## src/rtl/spi_xfer_buf.sv

```systemverilog
// -----------------------------------------------------------------------------
// spi_xfer_buf
//   Byte buffering between an SPI slave shift register and a host bus.
//   - RX FIFO: captures every byte the SPI slave completes (rising spi_rdy).
//   - TX FIFO: host-written bytes, handed to the SPI slave by a two-state
//     loader (ARM waits for a byte to load, LOADED waits for it to shift out).
//   - Sticky rx_ovf / tx_udr error flags, cleared by err_clr (set wins).
//   - frame_end pulses once per frame on the synchronized rising edge of ss.
//
//   Optional feature: define SPI_XFER_BUF_LEVEL_EN to add the rx_level and
//   tx_level occupancy outputs. Without it the block is complete and those
//   ports are absent.
// -----------------------------------------------------------------------------
module spi_xfer_buf #(
  parameter int DATA_WIDTH = 8,
  parameter int DEPTH_LOG2 = 4
) (
  input  logic                  clk,
  input  logic                  rst,
  // SPI slave side
  input  logic                  ss,
  input  logic                  spi_rdy,
  input  logic [DATA_WIDTH-1:0] spi_data_o,
  output logic                  spi_ld,
  output logic [DATA_WIDTH-1:0] spi_data_i,
  // Host RX port
  input  logic                  rx_rd,
  output logic [DATA_WIDTH-1:0] rx_data,
  output logic                  rx_empty,
  output logic                  rx_full,
  // Host TX port
  input  logic                  tx_wr,
  input  logic [DATA_WIDTH-1:0] tx_data,
  output logic                  tx_empty,
  output logic                  tx_full,
  // Status
  output logic                  rx_ovf,
  output logic                  tx_udr,
  output logic                  frame_end,
`ifdef SPI_XFER_BUF_LEVEL_EN
  output logic [DEPTH_LOG2:0]   rx_level,
  output logic [DEPTH_LOG2:0]   tx_level,
`endif
  input  logic                  err_clr
);

  localparam int DEPTH = 1 << DEPTH_LOG2;

  // One extra pointer bit separates "full" from "empty" when the indices match.
  typedef logic [DEPTH_LOG2:0] ptr_t;

  typedef enum logic {
    ST_ARM    = 1'b0,  // SPI slave needs a byte
    ST_LOADED = 1'b1   // SPI slave holds a byte not yet shifted out
  } ld_state_e;

  // ---------------------------------------------------------------------------
  // Declarations
  // ---------------------------------------------------------------------------
  logic                  ss_meta_q, ss_sync_q, ss_prev_q;
  logic                  rdy_prev_q;
  logic                  byte_evt;

  logic [DATA_WIDTH-1:0] rx_mem_q [DEPTH];
  ptr_t                  rx_wr_ptr_q, rx_wr_ptr_d;
  ptr_t                  rx_rd_ptr_q, rx_rd_ptr_d;
  logic                  rx_push, rx_pop;

  logic [DATA_WIDTH-1:0] tx_mem_q [DEPTH];
  ptr_t                  tx_wr_ptr_q, tx_wr_ptr_d;
  ptr_t                  tx_rd_ptr_q, tx_rd_ptr_d;
  logic                  tx_push, tx_pop;
  logic [DATA_WIDTH-1:0] tx_head;

  ld_state_e             state_q, state_d;
  logic [DATA_WIDTH-1:0] spi_data_q, spi_data_d;

  logic                  rx_ovf_q, rx_ovf_d, rx_ovf_set;
  logic                  tx_udr_q, tx_udr_d, tx_udr_set;

  // ---------------------------------------------------------------------------
  // ss synchronizer plus history flop; resets to bus-idle (high)
  // ---------------------------------------------------------------------------
  always_ff @(posedge clk) begin
    // NOTE: sequential state is assigned with <= so every flop samples the
    // pre-edge value of its neighbour; with = the chain would collapse.
    if (!rst) begin
      ss_meta_q <= 1'b1;
      ss_sync_q <= 1'b1;
      ss_prev_q <= 1'b1;
    end else begin
      ss_meta_q <= ss;
      ss_sync_q <= ss_meta_q;
      ss_prev_q <= ss_sync_q;
    end
  end

  // Frame end is the synchronized low-to-high transition of ss.
  assign frame_end = ss_sync_q & ~ss_prev_q;

  // ---------------------------------------------------------------------------
  // spi_rdy history for rising-edge byte detection
  // ---------------------------------------------------------------------------
  always_ff @(posedge clk) begin
    if (!rst) rdy_prev_q <= 1'b0;
    else      rdy_prev_q <= spi_rdy;
  end

  // A held-high spi_rdy yields only the first-cycle event.
  assign byte_evt = spi_rdy & ~rdy_prev_q;

  // ---------------------------------------------------------------------------
  // RX FIFO
  // ---------------------------------------------------------------------------
  assign rx_empty = (rx_wr_ptr_q == rx_rd_ptr_q);
  assign rx_full  = (rx_wr_ptr_q[DEPTH_LOG2] != rx_rd_ptr_q[DEPTH_LOG2]) &&
                    (rx_wr_ptr_q[DEPTH_LOG2-1:0] == rx_rd_ptr_q[DEPTH_LOG2-1:0]);

  // A pop in the same cycle frees the slot, so a full FIFO still accepts.
  assign rx_pop     = rx_rd & ~rx_empty;
  assign rx_push    = byte_evt & (~rx_full | rx_pop);
  assign rx_ovf_set = byte_evt & ~rx_push;

  // First-word fall-through: the head entry is always visible.
  assign rx_data = rx_mem_q[rx_rd_ptr_q[DEPTH_LOG2-1:0]];

  // RX pointer next-state
  always_comb begin
    rx_wr_ptr_d = rx_wr_ptr_q + ptr_t'(rx_push);
    rx_rd_ptr_d = rx_rd_ptr_q + ptr_t'(rx_pop);
  end

  // RX pointer registers
  always_ff @(posedge clk) begin
    if (!rst) begin
      rx_wr_ptr_q <= '0;
      rx_rd_ptr_q <= '0;
    end else begin
      rx_wr_ptr_q <= rx_wr_ptr_d;
      rx_rd_ptr_q <= rx_rd_ptr_d;
    end
  end

  // RX storage write
  always_ff @(posedge clk) begin
    // NOTE: storage arrays carry no reset; pointer reset alone makes their
    // contents unreachable, and leaving them unreset lets them map to RAM.
    if (rx_push) rx_mem_q[rx_wr_ptr_q[DEPTH_LOG2-1:0]] <= spi_data_o;
  end

  // ---------------------------------------------------------------------------
  // TX FIFO
  // ---------------------------------------------------------------------------
  assign tx_empty = (tx_wr_ptr_q == tx_rd_ptr_q);
  assign tx_full  = (tx_wr_ptr_q[DEPTH_LOG2] != tx_rd_ptr_q[DEPTH_LOG2]) &&
                    (tx_wr_ptr_q[DEPTH_LOG2-1:0] == tx_rd_ptr_q[DEPTH_LOG2-1:0]);

  // Writes to a full TX FIFO are dropped.
  assign tx_push = tx_wr & ~tx_full;
  assign tx_head = tx_mem_q[tx_rd_ptr_q[DEPTH_LOG2-1:0]];

  // TX pointer next-state
  always_comb begin
    tx_wr_ptr_d = tx_wr_ptr_q + ptr_t'(tx_push);
    tx_rd_ptr_d = tx_rd_ptr_q + ptr_t'(tx_pop);
  end

  // TX pointer registers
  always_ff @(posedge clk) begin
    if (!rst) begin
      tx_wr_ptr_q <= '0;
      tx_rd_ptr_q <= '0;
    end else begin
      tx_wr_ptr_q <= tx_wr_ptr_d;
      tx_rd_ptr_q <= tx_rd_ptr_d;
    end
  end

  // TX storage write
  always_ff @(posedge clk) begin
    if (tx_push) tx_mem_q[tx_wr_ptr_q[DEPTH_LOG2-1:0]] <= tx_data;
  end

  // ---------------------------------------------------------------------------
  // TX loader FSM: next state, load strobe and underrun detection
  // ---------------------------------------------------------------------------
  always_comb begin
    // NOTE: every output of this block gets a default first, so no path
    // leaves a signal unassigned and no latch is inferred.
    state_d    = state_q;
    spi_ld     = 1'b0;
    tx_pop     = 1'b0;
    tx_udr_set = 1'b0;
    unique case (state_q)
      ST_ARM: begin
        if (!tx_empty) begin
          spi_ld  = 1'b1;
          tx_pop  = 1'b1;
          state_d = ST_LOADED;
        end else if (byte_evt) begin
          // The slave shifted out a byte with nothing new loaded.
          tx_udr_set = 1'b1;
        end
      end
      ST_LOADED: begin
        // Returning to ARM defers the next load to the following cycle.
        if (byte_evt) state_d = ST_ARM;
      end
      default: state_d = ST_ARM;
    endcase
  end

  // The load port shows the TX head while loading, else the last loaded byte.
  assign spi_data_d = spi_ld ? tx_head : spi_data_q;
  assign spi_data_i = spi_data_d;

  // Loader state and held load data
  always_ff @(posedge clk) begin
    if (!rst) begin
      state_q    <= ST_ARM;
      spi_data_q <= '0;
    end else begin
      state_q    <= state_d;
      spi_data_q <= spi_data_d;
    end
  end

  // ---------------------------------------------------------------------------
  // Sticky error flags: a set in the same cycle as err_clr wins
  // ---------------------------------------------------------------------------
  always_comb begin
    rx_ovf_d = rx_ovf_set | (rx_ovf_q & ~err_clr);
    tx_udr_d = tx_udr_set | (tx_udr_q & ~err_clr);
  end

  // Sticky flag registers
  always_ff @(posedge clk) begin
    if (!rst) begin
      rx_ovf_q <= 1'b0;
      tx_udr_q <= 1'b0;
    end else begin
      rx_ovf_q <= rx_ovf_d;
      tx_udr_q <= tx_udr_d;
    end
  end

  assign rx_ovf = rx_ovf_q;
  assign tx_udr = tx_udr_q;

  // ---------------------------------------------------------------------------
  // Optional occupancy outputs; the pointer difference wraps naturally
  // ---------------------------------------------------------------------------
`ifdef SPI_XFER_BUF_LEVEL_EN
  assign rx_level = rx_wr_ptr_q - rx_rd_ptr_q;
  assign tx_level = tx_wr_ptr_q - tx_rd_ptr_q;
`endif

endmodule

```

## config.mk

```make
export PLATFORM = sky130hd
export DESIGN_NAME = spi_xfer_buf
export DESIGN_NICKNAME = d
export VERILOG_FILES = /design/src/rtl/spi_xfer_buf.sv
export SDC_FILE = /design/constraint.sdc
export NUM_CORES = 1
export LEC_CHECK = 0
export CORE_ASPECT_RATIO = 1.75
export CORE_MARGIN = 2
export CORE_UTILIZATION = 45
export CTS_CLUSTER_SIZE = 14
export DETAILED_ROUTE_END_ITERATION = 10
export GPL_TIMING_DRIVEN = 1
export MAX_ROUTING_LAYER = met4
export PLACE_DENSITY_LB_ADDON = 0.15
export REMOVE_ABC_BUFFERS = 1
export SYNTH_ARGS = -nofsm -noshare
export SYNTH_HDL_FRONTEND = slang
export SYNTH_SLANG_ARGS = --single-unit
export TNS_END_PERCENT = 1
```

## constraint.sdc

```tcl
create_clock -name clk -period 6.49 [get_ports clk]
set_input_delay 1.6225 -clock clk [delete_from_list [all_inputs] [get_ports clk]]
set_output_delay 1.6225 -clock clk [all_outputs]
set_load 0.01 [all_outputs]
```

After elaboration in Yosys (flattened, before gate mapping)
Memories as Yosys holds them, arrays and structs flattened. A register that Yosys moved wholly into a read port is not among the register bits.
Cells that the tools add are included.
{"block": "totals", "output_inout_bits": 24, "ramBits": 256, "wordCells": 59, "memories": 2, "regBits": 35, "inputBits": 23}
{"block": "op_classes", "n_reduce_logical": 2, "eq_ne": 6, "bitwise_logic": 19, "n_mux": 14, "add_sub_neg": 4}
{"name": "rx_mem_q", "depth": 16, "word_bits": 8, "read_ports": 1, "rd_ports_with_merged_regs": 1, "write_ports": 1, "line": "64", "rtl": "logic [DATA_WIDTH-1:0] rx_mem_q [DEPTH];"}
{"name": "tx_mem_q", "depth": 16, "word_bits": 8, "read_ports": 1, "rd_ports_with_merged_regs": 1, "write_ports": 1, "line": "69", "rtl": "logic [DATA_WIDTH-1:0] tx_mem_q [DEPTH];"}
{"op": "adder 5 x 1 -> 5 bit", "n": 4}
{"op": "== test 5 bit", "n": 2}
{"op": "two-way mux 1 bit", "n": 10}
{"op": "AND 1 bit", "n": 8}
{"op": "== test 4 bit", "n": 2}
{"op": "two-way mux 4 bit", "n": 2}
{"op": "two-way mux 8 bit", "n": 1}
{"op": "NOT 1 bit", "n": 8}
{"op": "OR 1 bit", "n": 3}
{"op": "logical AND 1 bit", "n": 2}
{"op": "!= test 1 bit", "n": 2}
{"op": "one-hot mux 1 bit (2 select lines)", "n": 1}

Logic depth before layout (Yosys ltp)
{"block": "depth", "depth_word": 8, "depth_mapped": 11, "mapped_depth_nobuf": 9}

Worst setup path after synthesis
Ideal clock, no wire load.
{"block": "synth_timing", "path_kind": "input port to flip-flop", "from": "input spi_rdy", "to": "memory rx_mem_q[8][0] (enable)", "setup_time_ps": 395, "path_slack_ps": 3159, "t_required_ps": 6095, "n_path_buf": 0, "t_arrival_ps": 2937, "path_stages": 3, "path_cell_list": "nor2b_1 -> o311ai_2 -> nor4_1"}
{"block": "synth_via", "elab_chain_len": 4}
{"element": "start: declaration", "line": "22", "rtl": "input logic spi_rdy,"}
{"element": "AND 1 bit", "line": "110", "rtl": "assign byte_evt = spi_rdy & ~rdy_prev_q;"}
{"element": "AND 1 bit", "line": "121", "rtl": "assign rx_push = byte_evt & (~rx_full | rx_pop);"}
{"element": "two-way mux 1 bit", "line": "148", "rtl": "if (rx_push) rx_mem_q[rx_wr_ptr_q[DEPTH_LOG2-1:0]] <= spi_data_o;"}
{"element": "two-way mux 1 bit (implied by the code)", "line": "148"}
{"element": "end: declaration", "line": "64"}
No other way between the ends.

==> flow_summary.ini <==
[cts]
post_cts_setup_buffers = 0
clock_sinks = 291
clock_tree.buffer_depth = 3
h-tree-depth = 1
ctsHoldBuffers = 0
worstSkewPairLatency_ps = 540
total_clock_buffers_created_by_cts = 26
post_cts_resize_count = 0
clkTransAtPathRegs_ps = 60
cts_tree = built
clk_root_buffer_cell = sky130_fd_sc_hd__clkbuf_16

[timing]
slew_headroom = 0.2347
setup_viol = 0
grt_setup_unrepaired = no
finClkSkew_ps = 10.96
finalHoldViolations = 0
worstMarginPinSlew_ps = 1143
achievable-frequency_mhz = 203.0
fin_worst_hold_slack_ps = 406.6
finalCritPeriodShare = 0.7591
period_minus_slack_ps = 4926
final_count_of_pins_violating_max_slew = 0
totalNegativeSetupSlack_ps = 0

[logic_synthesis]
netlist.area_leader.share = 0.6601
synth-edff-count = 256
number_of_register_bits_inferred_by_synthesis = 291
syn_inst = 624
synth_async_sr_flop_share = 0
synth_sequential_area_ratio = 0.7203
synth_area_leaders = sky130_fd_sc_hd__edfxtp_1, sky130_fd_sc_hd__mux4_2, sky130_fd_sc_hd__dfxtp_1, sky130_fd_sc_hd__mux4_1, sky130_fd_sc_hd__mux2i_1
synth_top_area_cell = sky130_fd_sc_hd__edfxtp_1
post_synth_instance_area_sq_um = 11640
synth_cell_type_count = 40
syn_avg_cell_area_sq_um = 18.66
yosysWarnings = 0
postSynth.topFlopCell = sky130_fd_sc_hd__edfxtp_1

[floorplanning]
die_width_um = 125.6
core.rowCount = 77
die_y_um = 216.8
io_pins = 47
core_area_sq_um = 25340
floorplan.die_area_sq_um = 27230
initial_utilization = 0.4596

[global_routing]
globalRouteOverflowTotal = 0
grt_antenna_before_repair = 0
first_global_vias = 6071
global_route.usage.met1 = 0.1774
grt_use_total = 0.1749
grt-busiest-layer = met2
globalRouteMet3Util = 0.02188
gr-usage-met2 = 0.3407
grt_first_pass_wirelength_mm = 35.16
largest_net_degree_at_the_start_of_global_routing = 37

[setup_path]
r2r_cells = 4
timing.critical_path.slowest_cell_delay_ps = 960
worstSetupEndpointType = output port
critical-path-slowest-cell = sky130_fd_sc_hd__dfxtp_2
timing.rr.start = rx_rd_ptr_q[2]
setup.worst_path.start_class = flip-flop
critical_path_arrival_ps = 3300
r2r-end = rx_mem_q[12][4]
regToRegSetupSlack_ps = 3490
crit_type = flip-flop to output port
timing.critical_path.required_ps = 4870
critical_path.cell_chain = buf_4 > mux4_2 > nor2b_1 > a211oi_1 > a21oi_1 > clkdlybuf4s50_1
timing.critical_path.fanout_max = 27

[power]
seq_power_share = 0.491
power_frac_clock = 0.341
switching_power_of_the_nets_w = 0.001047
power.switching_fraction = 0.2400
power.leakage_nw = 4.154
internal_power_w = 0.003317
vdd_drop_max_v = 0.0002450
p_per_area_nw_per_um2 = 330.3
power_frac_comb = 0.168

[layout]
antenna_cells = 0
final_layout_size_suffix_gt1_frac = 0.1681
most-common-layout-cells = sky130_fd_sc_hd__edfxtp_1, sky130_fd_sc_hd__mux4_2, sky130_fd_sc_hd__clkdlybuf4s50_1
finish.net_count = 707
syn_to_final_growth_pct = 13.46
final.fill_count = 2051
mostFrequentLayoutCell = sky130_fd_sc_hd__edfxtp_1

[placement]
place.port_buffers = 46
detailed_place_hpwl_mm = 15.36
globalplace.congestion = 0.7721

[flow_run]
max_cap_violations = 0

[route]
detailroute.via_count = 5593
wire_per_inst_um = 22.33
drt_iter0_markers = 368
routed_wirelength_mm = 22.60
final_antenna_violating_net_count = 0
detailedRoute.firstPassIterationCount = 4
route.detailed.vias_per_inst = 5.527
drc = 0

[status]
result_of_the_run = completed

[worst_hold_path]
holdPathStages = 1
hp-start = ss_meta_q
hold_class = flip-flop to flip-flop
holdPathEnd = ss_sync_q
[sequential cells by signal, summed over array words and instances, names as in the netlist, 5 cells and up]
name	count
rx_mem_q	128
rx_rd_ptr_q	5
rx_wr_ptr_q	5
spi_data_q	8
tx_mem_q	128
tx_rd_ptr_q	5
tx_wr_ptr_q	5
[cell usage after synthesis, types with 5 or more instances]
cell,count
sky130_fd_sc_hd__a22o_1,16
sky130_fd_sc_hd__mux4_2,55
sky130_fd_sc_hd__nand2b_1,7
sky130_fd_sc_hd__nand3_1,9
sky130_fd_sc_hd__xor2_1,5
sky130_fd_sc_hd__nor2_1,33
sky130_fd_sc_hd__dfxtp_1,35
sky130_fd_sc_hd__and2_1,22
sky130_fd_sc_hd__buf_2,11
sky130_fd_sc_hd__edfxtp_1,256
sky130_fd_sc_hd__nor2b_1,15
sky130_fd_sc_hd__o22ai_1,8
sky130_fd_sc_hd__ha_1,8
sky130_fd_sc_hd__nor3_1,11
sky130_fd_sc_hd__a211oi_1,8
sky130_fd_sc_hd__xnor2_1,18
sky130_fd_sc_hd__nand2_1,13
sky130_fd_sc_hd__inv_1,13
sky130_fd_sc_hd__clkbuf_1,12
sky130_fd_sc_hd__mux2i_1,16
sky130_fd_sc_hd__a21oi_1,8
sky130_fd_sc_hd__mux4_1,9
[per-layer routing]
layer / wire length, um / vias up
li1: - / 2580
met5: 0 / -
met1: 8077 / 2867
met2: 13310 / 106
met4: 605 / 0
met3: 600 / 40
[layout make-up]
cell class	count	area (sq um)	share of cell area
Clock inverter	5	51.30	0.003883
Inverter	13	48.80	0.003693
Clock buffer	43	765.7	0.05795
Tap cell	316	395.4	0.02992
Multi-Input combinational cell	284	2995	0.2267
Sequential cell	291	8391	0.6350
Timing Repair Buffer	60	565.5	0.04280
[critical path: cells and delay by family (launching register included)]
family,cells,cell delay (ps)
buf+inv,2,860
flops,1,960
compound gates,2,300
mux,1,500
simple gates,1,140
[stage by stage]
stage | util | cells | setup WS (ps) | total power [W] | cell area, sq um
floorplan | - | 588 | 2101 | 0.002620 | 11400
global placement | 0.4892 | 964 | 2030 | 0.002911 | 12400
detailed placement | 0.4892 | 964 | 2012 | 0.002928 | 12400
CTS | 0.5215 | 1012 | 1431 | 0.004411 | 13210
global route | 0.5215 | 1012 | 1218 | 0.004542 | 13210
finish | 0.5215 | 1012 | 1564 | 0.004364 | 13210
[how the worst max path moves through the flow]
stage / from / to / slack (ps)
after global placement: rx_rd_ptr_q[0] / rx_data[5] / 2030
after floorplan: tx_rd_ptr_q[0] / spi_data_i[0] / 2100
final: rx_rd_ptr_q[0] / rx_data[3] / 1560
after detailed placement: rx_rd_ptr_q[0] / rx_data[3] / 2010
after global routing: rx_rd_ptr_q[0] / rx_data[3] / 1220
after CTS: rx_rd_ptr_q[0] / rx_data[3] / 1430
[cells by family after synthesis]
| group | Yosys count | synth area share |
|---|---|---|
| AOI/OAI and AO/OA | 51 | 0.03395 |
| adders and majority gates | 8 | 0.008596 |
| DFF | 291 | 0.7203 |
| xor gates and xnor gates | 23 | 0.01730 |
| and+or+nand+nor | 122 | 0.05426 |
| buffers and inverters | 49 | 0.02514 |
| muxes | 80 | 0.1404 |
[power by group through the flow]
stage	Combinational [W]	Sequential (W)	Clock (W)
after floorplan	0.000411	0.00221	0
after global placement	0.000728	0.00218	0
after detailed placement	0.000740	0.00219	0
after CTS	0.000745	0.00215	0.00152
after global routing	0.000792	0.00216	0.00159
final	0.000733	0.00214	0.00149
Note: power is estimated with default switching activity, not from simulation.
